`src/rtl/uart_pkg.sv`:
```
// UART engine shared types: transmitter/receiver state encodings.
// Parity states exist only when UART_PARITY_EN is defined.
package uart_pkg;

    localparam int OVERSAMPLE = 16;

    typedef enum logic [2:0] {
        TX_IDLE,
        TX_START,
        TX_DATA,
`ifdef UART_PARITY_EN
        TX_PARITY,
`endif
        TX_STOP
    } tx_state_t;

    typedef enum logic [2:0] {
        RX_IDLE,
        RX_START,
        RX_DATA,
`ifdef UART_PARITY_EN
        RX_PARITY,
`endif
        RX_STOP,
        RX_WAIT_HIGH
    } rx_state_t;

endpackage

```
`src/rtl/uart_baud_gen.sv`:
```
// Bit-rate tick generator: tx_tick every TX_DIV cycles, rx_tick at 16x.
// Both counters can be restarted to align ticks with a frame edge.
module uart_baud_gen
    import uart_pkg::*;
#(
    parameter int CLK_HZ = 50_000_000,
    parameter int BAUD   = 115200
) (
    input  logic clk,
    input  logic reset,
    input  logic tx_restart,
    input  logic rx_restart,
    output logic tx_tick,
    output logic rx_tick
);

    localparam int TX_DIV = CLK_HZ / BAUD;
    localparam int RX_DIV = CLK_HZ / (BAUD * OVERSAMPLE);
    localparam int TX_W   = $clog2(TX_DIV + 1);
    localparam int RX_W   = $clog2(RX_DIV + 1);

    logic [TX_W-1:0] tx_cnt;
    logic [RX_W-1:0] rx_cnt;

    assign tx_tick = tx_cnt == TX_W'(TX_DIV - 1);
    assign rx_tick = rx_cnt == RX_W'(RX_DIV - 1);

    always_ff @(posedge clk) begin
        if (reset || tx_restart)
            tx_cnt <= '0;
        else if (tx_tick)
            tx_cnt <= '0;
        else
            tx_cnt <= tx_cnt + 1'b1;
    end

    always_ff @(posedge clk) begin
        if (reset || rx_restart)
            rx_cnt <= '0;
        else if (rx_tick)
            rx_cnt <= '0;
        else
            rx_cnt <= rx_cnt + 1'b1;
    end

endmodule

```
`src/rtl/uart_engine.sv`:
```
// Full-duplex UART with 16x oversampled receiver and loopback mux.
// Define UART_PARITY_EN to add a parity bit, PARITY_ODD and parity_err.
module uart_engine
    import uart_pkg::*;
#(
    parameter int CLK_HZ    = 50_000_000,
    parameter int BAUD      = 115200,
    parameter int DATA_W    = 8,
    parameter int STOP_BITS = 1
`ifdef UART_PARITY_EN
    ,
    parameter bit PARITY_ODD = 1'b0
`endif
) (
    input  logic              clk,
    input  logic              reset,
    input  logic              transmit,
    input  logic [DATA_W-1:0] TxData,
    output logic              TxD,
    output logic              busy,
    input  logic              RxD,
    input  logic              loopback,
    output logic [DATA_W-1:0] RxData,
    output logic              valid_rx,
    output logic              frame_err
`ifdef UART_PARITY_EN
    ,
    output logic              parity_err
`endif
);

    tx_state_t         tx_state;
    logic [DATA_W-1:0] tx_sh;
    logic [3:0]        tx_bits;
    logic              tx_stops;
    logic              tx_tick;
    logic              tx_restart;

    rx_state_t         rx_state;
    logic [DATA_W-1:0] rx_sh;
    logic [3:0]        rx_bits;
    logic [3:0]        rx_ticks;
    logic              rx_meta;
    logic              rx_sync;
    logic              rx_prev;
    logic              rx_tick;
    logic              rx_restart;
`ifdef UART_PARITY_EN
    logic              tx_par;
    logic              par_bad;
`endif

    assign tx_restart = (tx_state == TX_IDLE) && transmit;
    assign rx_restart = (rx_state == RX_IDLE) && rx_prev && !rx_sync;

    uart_baud_gen #(
        .CLK_HZ(CLK_HZ),
        .BAUD  (BAUD)
    ) u_baud (
        .clk       (clk),
        .reset     (reset),
        .tx_restart(tx_restart),
        .rx_restart(rx_restart),
        .tx_tick   (tx_tick),
        .rx_tick   (rx_tick)
    );

    always_ff @(posedge clk) begin
        if (reset) begin
            tx_state <= TX_IDLE;
            TxD      <= 1'b1;
            busy     <= 1'b0;
            tx_sh    <= '0;
            tx_bits  <= '0;
            tx_stops <= 1'b0;
`ifdef UART_PARITY_EN
            tx_par   <= 1'b0;
`endif
        end else begin
            unique case (tx_state)
                TX_IDLE: if (transmit) begin
                    tx_sh    <= TxData;
                    tx_bits  <= '0;
                    tx_stops <= 1'b0;
                    TxD      <= 1'b0;
                    busy     <= 1'b1;
                    tx_state <= TX_START;
`ifdef UART_PARITY_EN
                    tx_par   <= (^TxData) ^ PARITY_ODD;
`endif
                end
                TX_START: if (tx_tick) begin
                    TxD      <= tx_sh[0];
                    tx_sh    <= tx_sh >> 1;
                    tx_state <= TX_DATA;
                end
                TX_DATA: if (tx_tick) begin
                    if (tx_bits == 4'(DATA_W - 1)) begin
`ifdef UART_PARITY_EN
                        TxD      <= tx_par;
                        tx_state <= TX_PARITY;
`else
                        TxD      <= 1'b1;
                        tx_state <= TX_STOP;
`endif
                    end else begin
                        tx_bits <= tx_bits + 4'd1;
                        TxD     <= tx_sh[0];
                        tx_sh   <= tx_sh >> 1;
                    end
                end
`ifdef UART_PARITY_EN
                TX_PARITY: if (tx_tick) begin
                    TxD      <= 1'b1;
                    tx_state <= TX_STOP;
                end
`endif
                TX_STOP: if (tx_tick) begin
                    if (tx_stops == 1'(STOP_BITS - 1)) begin
                        busy     <= 1'b0;
                        tx_state <= TX_IDLE;
                    end else begin
                        tx_stops <= 1'b1;
                    end
                end
                default: tx_state <= TX_IDLE;
            endcase
        end
    end

    // Line choice happens before the synchroniser so loopback is also retimed.
    always_ff @(posedge clk) begin
        if (reset) begin
            rx_meta <= 1'b1;
            rx_sync <= 1'b1;
            rx_prev <= 1'b1;
        end else begin
            rx_meta <= loopback ? TxD : RxD;
            rx_sync <= rx_meta;
            rx_prev <= rx_sync;
        end
    end

    always_ff @(posedge clk) begin
        if (reset) begin
            rx_state   <= RX_IDLE;
            rx_sh      <= '0;
            rx_bits    <= '0;
            rx_ticks   <= '0;
            RxData     <= '0;
            valid_rx   <= 1'b0;
            frame_err  <= 1'b0;
`ifdef UART_PARITY_EN
            parity_err <= 1'b0;
            par_bad    <= 1'b0;
`endif
        end else begin
            valid_rx   <= 1'b0;
            frame_err  <= 1'b0;
`ifdef UART_PARITY_EN
            parity_err <= 1'b0;
`endif
            unique case (rx_state)
                RX_IDLE: if (rx_restart) begin
                    rx_ticks <= '0;
                    rx_state <= RX_START;
                end
                RX_START: if (rx_tick) begin
                    if (rx_ticks == 4'd7) begin
                        rx_ticks <= '0;
                        rx_bits  <= '0;
                        rx_state <= rx_sync ? RX_IDLE : RX_DATA;
                    end else begin
                        rx_ticks <= rx_ticks + 4'd1;
                    end
                end
                RX_DATA: if (rx_tick) begin
                    rx_ticks <= rx_ticks + 4'd1;
                    if (rx_ticks == 4'd15) begin
                        rx_sh <= {rx_sync, rx_sh[DATA_W-1:1]};
                        if (rx_bits == 4'(DATA_W - 1))
`ifdef UART_PARITY_EN
                            rx_state <= RX_PARITY;
`else
                            rx_state <= RX_STOP;
`endif
                        else
                            rx_bits <= rx_bits + 4'd1;
                    end
                end
`ifdef UART_PARITY_EN
                RX_PARITY: if (rx_tick) begin
                    rx_ticks <= rx_ticks + 4'd1;
                    if (rx_ticks == 4'd15) begin
                        par_bad  <= rx_sync ^ (^rx_sh) ^ PARITY_ODD;
                        rx_state <= RX_STOP;
                    end
                end
`endif
                RX_STOP: if (rx_tick) begin
                    rx_ticks <= rx_ticks + 4'd1;
                    if (rx_ticks == 4'd15) begin
                        if (!rx_sync) begin
                            frame_err <= 1'b1;
                            rx_state  <= RX_WAIT_HIGH;
`ifdef UART_PARITY_EN
                        end else if (par_bad) begin
                            parity_err <= 1'b1;
                            rx_state   <= RX_IDLE;
`endif
                        end else begin
                            RxData   <= rx_sh;
                            valid_rx <= 1'b1;
                            rx_state <= RX_IDLE;
                        end
                    end
                end
                RX_WAIT_HIGH: if (rx_sync) rx_state <= RX_IDLE;
                default: rx_state <= RX_IDLE;
            endcase
        end
    end

endmodule

```
`config.mk`:
```
export PLATFORM = sky130hd
export DESIGN_NAME = uart_engine
export DESIGN_NICKNAME = d
export VERILOG_FILES = /design/src/rtl/uart_pkg.sv /design/src/rtl/uart_baud_gen.sv /design/src/rtl/uart_engine.sv
export SDC_FILE = /design/constraint.sdc
export NUM_CORES = 1
export LEC_CHECK = 0
export CELL_PAD_IN_SITES_DETAIL_PLACEMENT = 2
export CELL_PAD_IN_SITES_GLOBAL_PLACEMENT = 2
export CORE_MARGIN = 2
export CORE_UTILIZATION = 37
export CTS_BUF_LIST = sky130_fd_sc_hd__clkbuf_2 sky130_fd_sc_hd__clkbuf_4 sky130_fd_sc_hd__clkbuf_8
export CTS_CLUSTER_SIZE = 28
export DETAILED_ROUTE_END_ITERATION = 8
export PLACE_DENSITY = 0.82
export RECOVER_POWER = 25
export SYNTH_ARGS = -nofsm -noshare
export SYNTH_HDL_FRONTEND = slang
export SYNTH_SLANG_ARGS = --single-unit
```
`constraint.sdc`:
```
create_clock -name clk -period 2.1 [get_ports clk]
set_input_delay 0.42 -clock clk [delete_from_list [all_inputs] [get_ports clk]]
set_output_delay 0.42 -clock clk [all_outputs]
set_load 0.005 [all_outputs]
```
==> run summary, run 1 <==
Outcome = completed
Hold Startpoint = rx_meta
Pre-CTS setup slack = -0.0351 ns
Post-synth EDFFs = 0
Crit-path slowest cell = ha_1
Max Freq = 511 MHz
Commonest non-fill, non-tap cell in the layout = dfxtp_1
MaxCap Viol Count = 0
Static leakage = 1.29 nW
Most frequent cells in the layout = dfxtp_1, nor2_1, mux2i_1, nor3_1, a21oi_1
Starting Density = 38.2%
CP max stage delay = 0.55 ns
Cell count after placement = 447
Mean Syn Cell Area = 9.11 um^2
Final Wtd Congestion = 0.768
Slack of the critical path = 0.144 ns
Startpoint types = register
IO Pins = 25
Dpl hpwl = 5540 um
# DRC = 0
Unrepaired setup endpoints after global routing = no
Worst reg2reg setup slack = 0.14 ns
CP Data Arrival Time = 2.18 ns
Worst ir drop on vdd = 0.495 mV
Overflow after GRT = 0
N_diodes = 0
Area leader, netlist = dfxtp_1
Port bufs = 24
H-tree levels = 3
Sequential fraction of the synthesis area = 41.8%
First-pass GRT wire length = 14000 um
Total track usage = 20.2%
Number of global-route vias before repair = 2852
Area added between synthesis and finish = 19.3%
Worst Max-Slew Pin Slew = 1.17 ns
Crit. End Element = register
Crit-path cells = inv_1, ha_1, mux2_2, nor4_1, nor3_1
Die Area = 8760 um^2
CTS Sinks = 62
Fin crit share = 93.1%
Largest net degree at the start of global routing = 24
Top-area cell type share of the netlist area = 41.8%
Skew-Pair Late Insertion Delay = 0.35 ns
Post-synth ARST share = 0%
Worst reg2reg startpoint = tx_state[1]
DRT Pass-1 Iters = 4
Library cells used by synthesis = 52
Antenna viol nets, final = 0
Hold_buf cts = 0
Min-Delay Path Class = register to register
Top cells by area, synth = dfxtp_1, mux2i_1, nor2_1
TritonCTS Buffers = 9
CTS max path bufs = 2
Via Count = 2544
Synthesized area = 2970 um^2
Power per cell area = 1000 nW/um^2
Crit Path Class = register to register
Starting DRC count in detailed routing = 57
Synth warn = 0
Most common flop cell mapped by yosys = dfxtp_1
CP max FO = 10
Clock transition at path regs = 0.08 ns
Final WL = 8000 um
Worst Skew = 0.00791 ns
R2r worst-path depth = 5
Die Y = 93.6 um
R2r endpoint = tx_sh[6]
Synth Instances = 326
Die Wd = 93.6 um
Core area = 7770 um^2
Max-slew headroom = 22.3%
Vias/cell = 5.49
CP Buf/Inv Count = 1
Syn_nets = 351
Root Driver = clkbuf_8
Flops & latches, synth = 62
Final nets = 381
Final setup fails = 0
Critical Path RT = 2.33 ns
WHS Endpoint = rx_sync
Non-Filler Instances = 463
Wire per inst = 17.3 um
Endpoints failing hold = 0
Post-CTS Setup Bufs = 0
Initial antenna violation count = 0
Share of cells above drive strength 1 = 13.3%
Hold Crit Depth = 1
CTS tree = yes
Slew Limit Fails = 0
Crit path max-delay family = adder cells
FP Rows = 32
Crit path time final = 1.96 ns
[registers in the layout (all words and copies together) (netlist names), 2 cells and up]
| signal | flops |
|---|---|
| rx_sh | 8 |
| rx_bits | 4 |
| rx_ticks | 4 |
| tx_bits | 4 |
| u_baud.rx_cnt | 5 |
| rx_state | 3 |
| tx_sh | 8 |
| u_baud.tx_cnt | 9 |
| RxData | 8 |
| tx_state | 2 |
[timing repair]
item | CTS | global route
pin swaps | 0 | 0
endpoints found under the setup margin | 2 | 15
gates resized for setup | 1 | 4
hold endpoints to repair | 0 | 0
[layer usage]
metal | vias to the layer above | global-route usage, % | wire length (um)
met5 | - | 0 | 0
met4 | 0 | 8.09 | 148
met3 | 16 | 3.38 | 147
met2 | 24 | 35.4 | 4090
met1 | 1249 | 24.5 | 3610
li1 | 1255 | - | -
[synthesized netlist by cell type, types with 6 or more instances]
| library cell | instances |
|---|---|
| nand2_1 | 12 |
| nor4_1 | 8 |
| nor2_1 | 41 |
| a21oi_1 | 15 |
| clkbuf_1 | 11 |
| inv_1 | 10 |
| nand3_1 | 12 |
| ha_1 | 12 |
| mux2i_1 | 19 |
| mux2_2 | 8 |
| dfxtp_1 | 62 |
| o21ai_0 | 7 |
| o31ai_1 | 6 |
| a31oi_1 | 12 |
| nor3_1 | 18 |
[power breakdown]
group | total [mW] | leakage, nW | switching (mW) | internal (mW)
Combinational | 1.07 | 0.690 | 0.618 | 0.450
Clock | 1.07 | 0.0996 | 0.521 | 0.551
Sequential | 1.41 | 0.504 | 0.102 | 1.31
[layout make-up]
type	instances	area, um^2
Clock buffer	9	124
Fill cell	860	4230
Timing Repair Buffer	35	309
Multi-Input combinational cell	238	1630
Sequential cell	62	1240
Clock inverter	7	73.8
Tap cell	102	128
Inverter	10	37.5
[metrics by stage]
step	cell area [um^2]	TNS, ns	utilization (%)	power, mW	hold slack [ns]
detailed placement	3340	-0.0351	43.0	2.49	0.449
CTS	3540	0	45.6	3.58	0.463
global placement	3340	0	43.0	2.42	0.421
finish	3540	0	45.6	3.55	0.451
global route	3540	0	45.6	3.78	0.477
floorplan	2970	0	-	2.15	0.389
[logic make-up (layout without fill, tap and decap cells)]
| logic type | Yosys count | after routing | share of synthesized area (%) |
|---|---|---|---|
| compound gates | 59 | 59 | 13.3 |
| xor+xnor | 10 | 10 | 2.95 |
| fa+ha+maj | 12 | 12 | 5.05 |
| buf+inv | 26 | 61 | 3.75 |
| flops | 62 | 62 | 41.8 |
| mux | 27 | 27 | 9.44 |
| simple gates | 130 | 130 | 23.7 |
[worst max-delay path by stage]
stage	cells past startpoint	from	endpoint
global placement	4	transmit	tx_state[0]
finish	5	tx_state[1]	tx_sh[6]
detailed placement	5	tx_state[0]	tx_sh[0]
floorplan	8	tx_state[0]	tx_bits[3]
CTS	6	tx_state[0]	tx_bits[3]
global route	6	tx_state[1]	tx_bits[3]
Power figures use the tool's default switching activity.
==> run 2: changes to the inputs <==
--- a/config.mk
+++ b/config.mk
@@ -14,6 +14,7 @@
 export DETAILED_ROUTE_END_ITERATION = 8
 export PLACE_DENSITY = 0.82
 export RECOVER_POWER = 25
+export SKIP_LAST_GASP = 1
 export SYNTH_ARGS = -nofsm -noshare
 export SYNTH_HDL_FRONTEND = slang
 export SYNTH_SLANG_ARGS = --single-unit
==> run 2 against run 1 <==
Non-clock buffer count unchanged. Cell area is essentially flat. Sequential share of layout area about the same. Power barely moved. Die area is the same. Setup slack worse by 0.031 ns. Core utilization hardly changed. Combinational power about the same.
==> run summary, run 2 (synthesis results as in run 1) <==
Overflow after GRT = 0
CP Data Arrival Time = 2.21 ns
Wire per inst = 17.3 um
Starting DRC count in detailed routing = 57
Switching share of power = 34.9%
Die Wd = 93.6 um
Power per cell area = 1000 nW/um^2
FP Rows = 32
Crit. End Element = register
Worst Max-Slew Pin Slew = 1.17 ns
Worst Skew = 0.00791 ns
N_diodes = 0
Unrepaired setup endpoints after global routing = yes
Reg power frac = 39.8%
Cell count after placement = 447
Area added between synthesis and finish = 19.2%
CTS Sinks = 62
Dpl hpwl = 5540 um
Largest register FFs = 9
MaxCap Viol Count = 0
Initial antenna violation count = 0
Share of cells above drive strength 1 = 13.0%
Root Driver = clkbuf_8
Hold_buf cts = 0
Commonest non-fill, non-tap cell in the layout = dfxtp_1
Endpoints failing hold = 0
Number of global-route vias before repair = 2852
Starting Density = 38.2%
Startpoint types = register
Tot Pwr = 3.55 mW
H-tree levels = 3
# DRC = 0
Most frequent cells in the layout = dfxtp_1, nor2_1, mux2i_1, nor3_1, a21oi_1
Crit path time final = 1.99 ns
Logic pwr share = 30.0%
Total track usage = 20.2%
Port bufs = 24
Final setup fails = 0
Die Area = 8760 um^2
Via Count = 2544
Non-Filler Instances = 463
Slew Limit Fails = 0
Skew-Pair Late Insertion Delay = 0.35 ns
Static leakage = 1.29 nW
Final Wtd Congestion = 0.768
DRT Pass-1 Iters = 4
TritonCTS Buffers = 9
Outcome = completed
First-pass GRT wire length = 14000 um
Clk pwr share = 30.2%
Largest Register = u_baud.tx_cnt
Vias/cell = 5.49
Core area = 7770 um^2
Critical Path RT = 2.33 ns
Die Y = 93.6 um
P_sw = 1.24 mW
CTS tree = yes
Max-slew headroom = 22.3%
Fin crit share = 94.6%
CTS max path bufs = 2
Crit Path Class = register to register
Clock transition at path regs = 0.08 ns
Min-Delay Path Class = register to register
IO Pins = 25
Final Hold Slack = 0.451 ns
CP max FO = 10
Int Pwr = 2.31 mW
Antenna viol nets, final = 0
Final nets = 381
Final WL = 8000 um
Worst ir drop on vdd = 0.495 mV
Largest net degree at the start of global routing = 24
Max Freq = 503 MHz
==> run 2: changes by cell type in the layout (fill, tap and decap cells not counted) <==
cell	before	now
dfxtp_1	61	62
dfxtp_2	1	0
==> run 2: routing by layer <==
layer | share of wire [%] | vias to the layer above | global-route usage (%)
li1 | - | 1255 | -
met1 | 45 | 1249 | 24.5
met2 | 51 | 24 | 35.4
met3 | 1.8 | 16 | 3.38
met4 | 1.9 | 0 | 8.09
met5 | 0 | - | 0
==> run 2: timing repair <==
| item | CTS | global route |
|---|---|---|
| cloned | 0 | 0 |
| buffers inserted | 0 | 0 |
| hold endpoints to repair | 0 | 0 |
| setup endpoints to repair | 2 | 15 |
| gates resized for setup | 1 | 3 |
==> run 2: final timing paths <==
kind / start / endpoint / slack (ns) / cells past startpoint
worst max-delay path: tx_state[0] / tx_sh[6] / 0.11 / 5
worst min-delay path: rx_meta / rx_sync / 0.45 / 1
worst max register to register: tx_state[0] / tx_sh[6] / 0.11 / 5
worst min register to register: rx_meta / rx_sync / 0.45 / 1
==> run 2: area by class of cell <==
type	count	area (um^2)
Clock buffer	9	124
Clock inverter	7	73.8
Fill cell	861	4230
Inverter	10	37.5
Multi-Input combinational cell	238	1630
Sequential cell	62	1240
Tap cell	102	128
Timing Repair Buffer	35	309
==> run 2: per-stage QoR <==
stage | util [%] | setup TNS (ns) | worst slack (ns) | cell area (um^2)
floorplan | - | 0 | 0.164 | 2970
global placement | 43.0 | 0 | 0.0710 | 3340
detailed placement | 43.0 | -0.0351 | -0.0351 | 3340
CTS | 45.6 | 0 | 0.0541 | 3540
global route | 45.6 | -0.0101 | -0.0101 | 3540
finish | 45.6 | 0 | 0.113 | 3540
==> run 2: worst max-delay path, stage by stage, from the launching register on <==
cell	delay, ns
dfxtp_1	0.44
inv_1	0.10
ha_1	0.55
mux2_2	0.40
nor4_1	0.30
nor3_1	0.08
==> run 2: power by group through the flow <==
| stage | combinational, mW | sequential (mW) | clock (mW) |
|---|---|---|---|
| after global routing | 1.18 | 1.43 | 1.16 |
| after global placement | 1.00 | 1.42 | 0 |
| after CTS | 1.07 | 1.41 | 1.10 |
| final | 1.07 | 1.41 | 1.07 |
| after detailed placement | 1.05 | 1.44 | 0 |
| after floorplan | 0.751 | 1.40 | 0 |
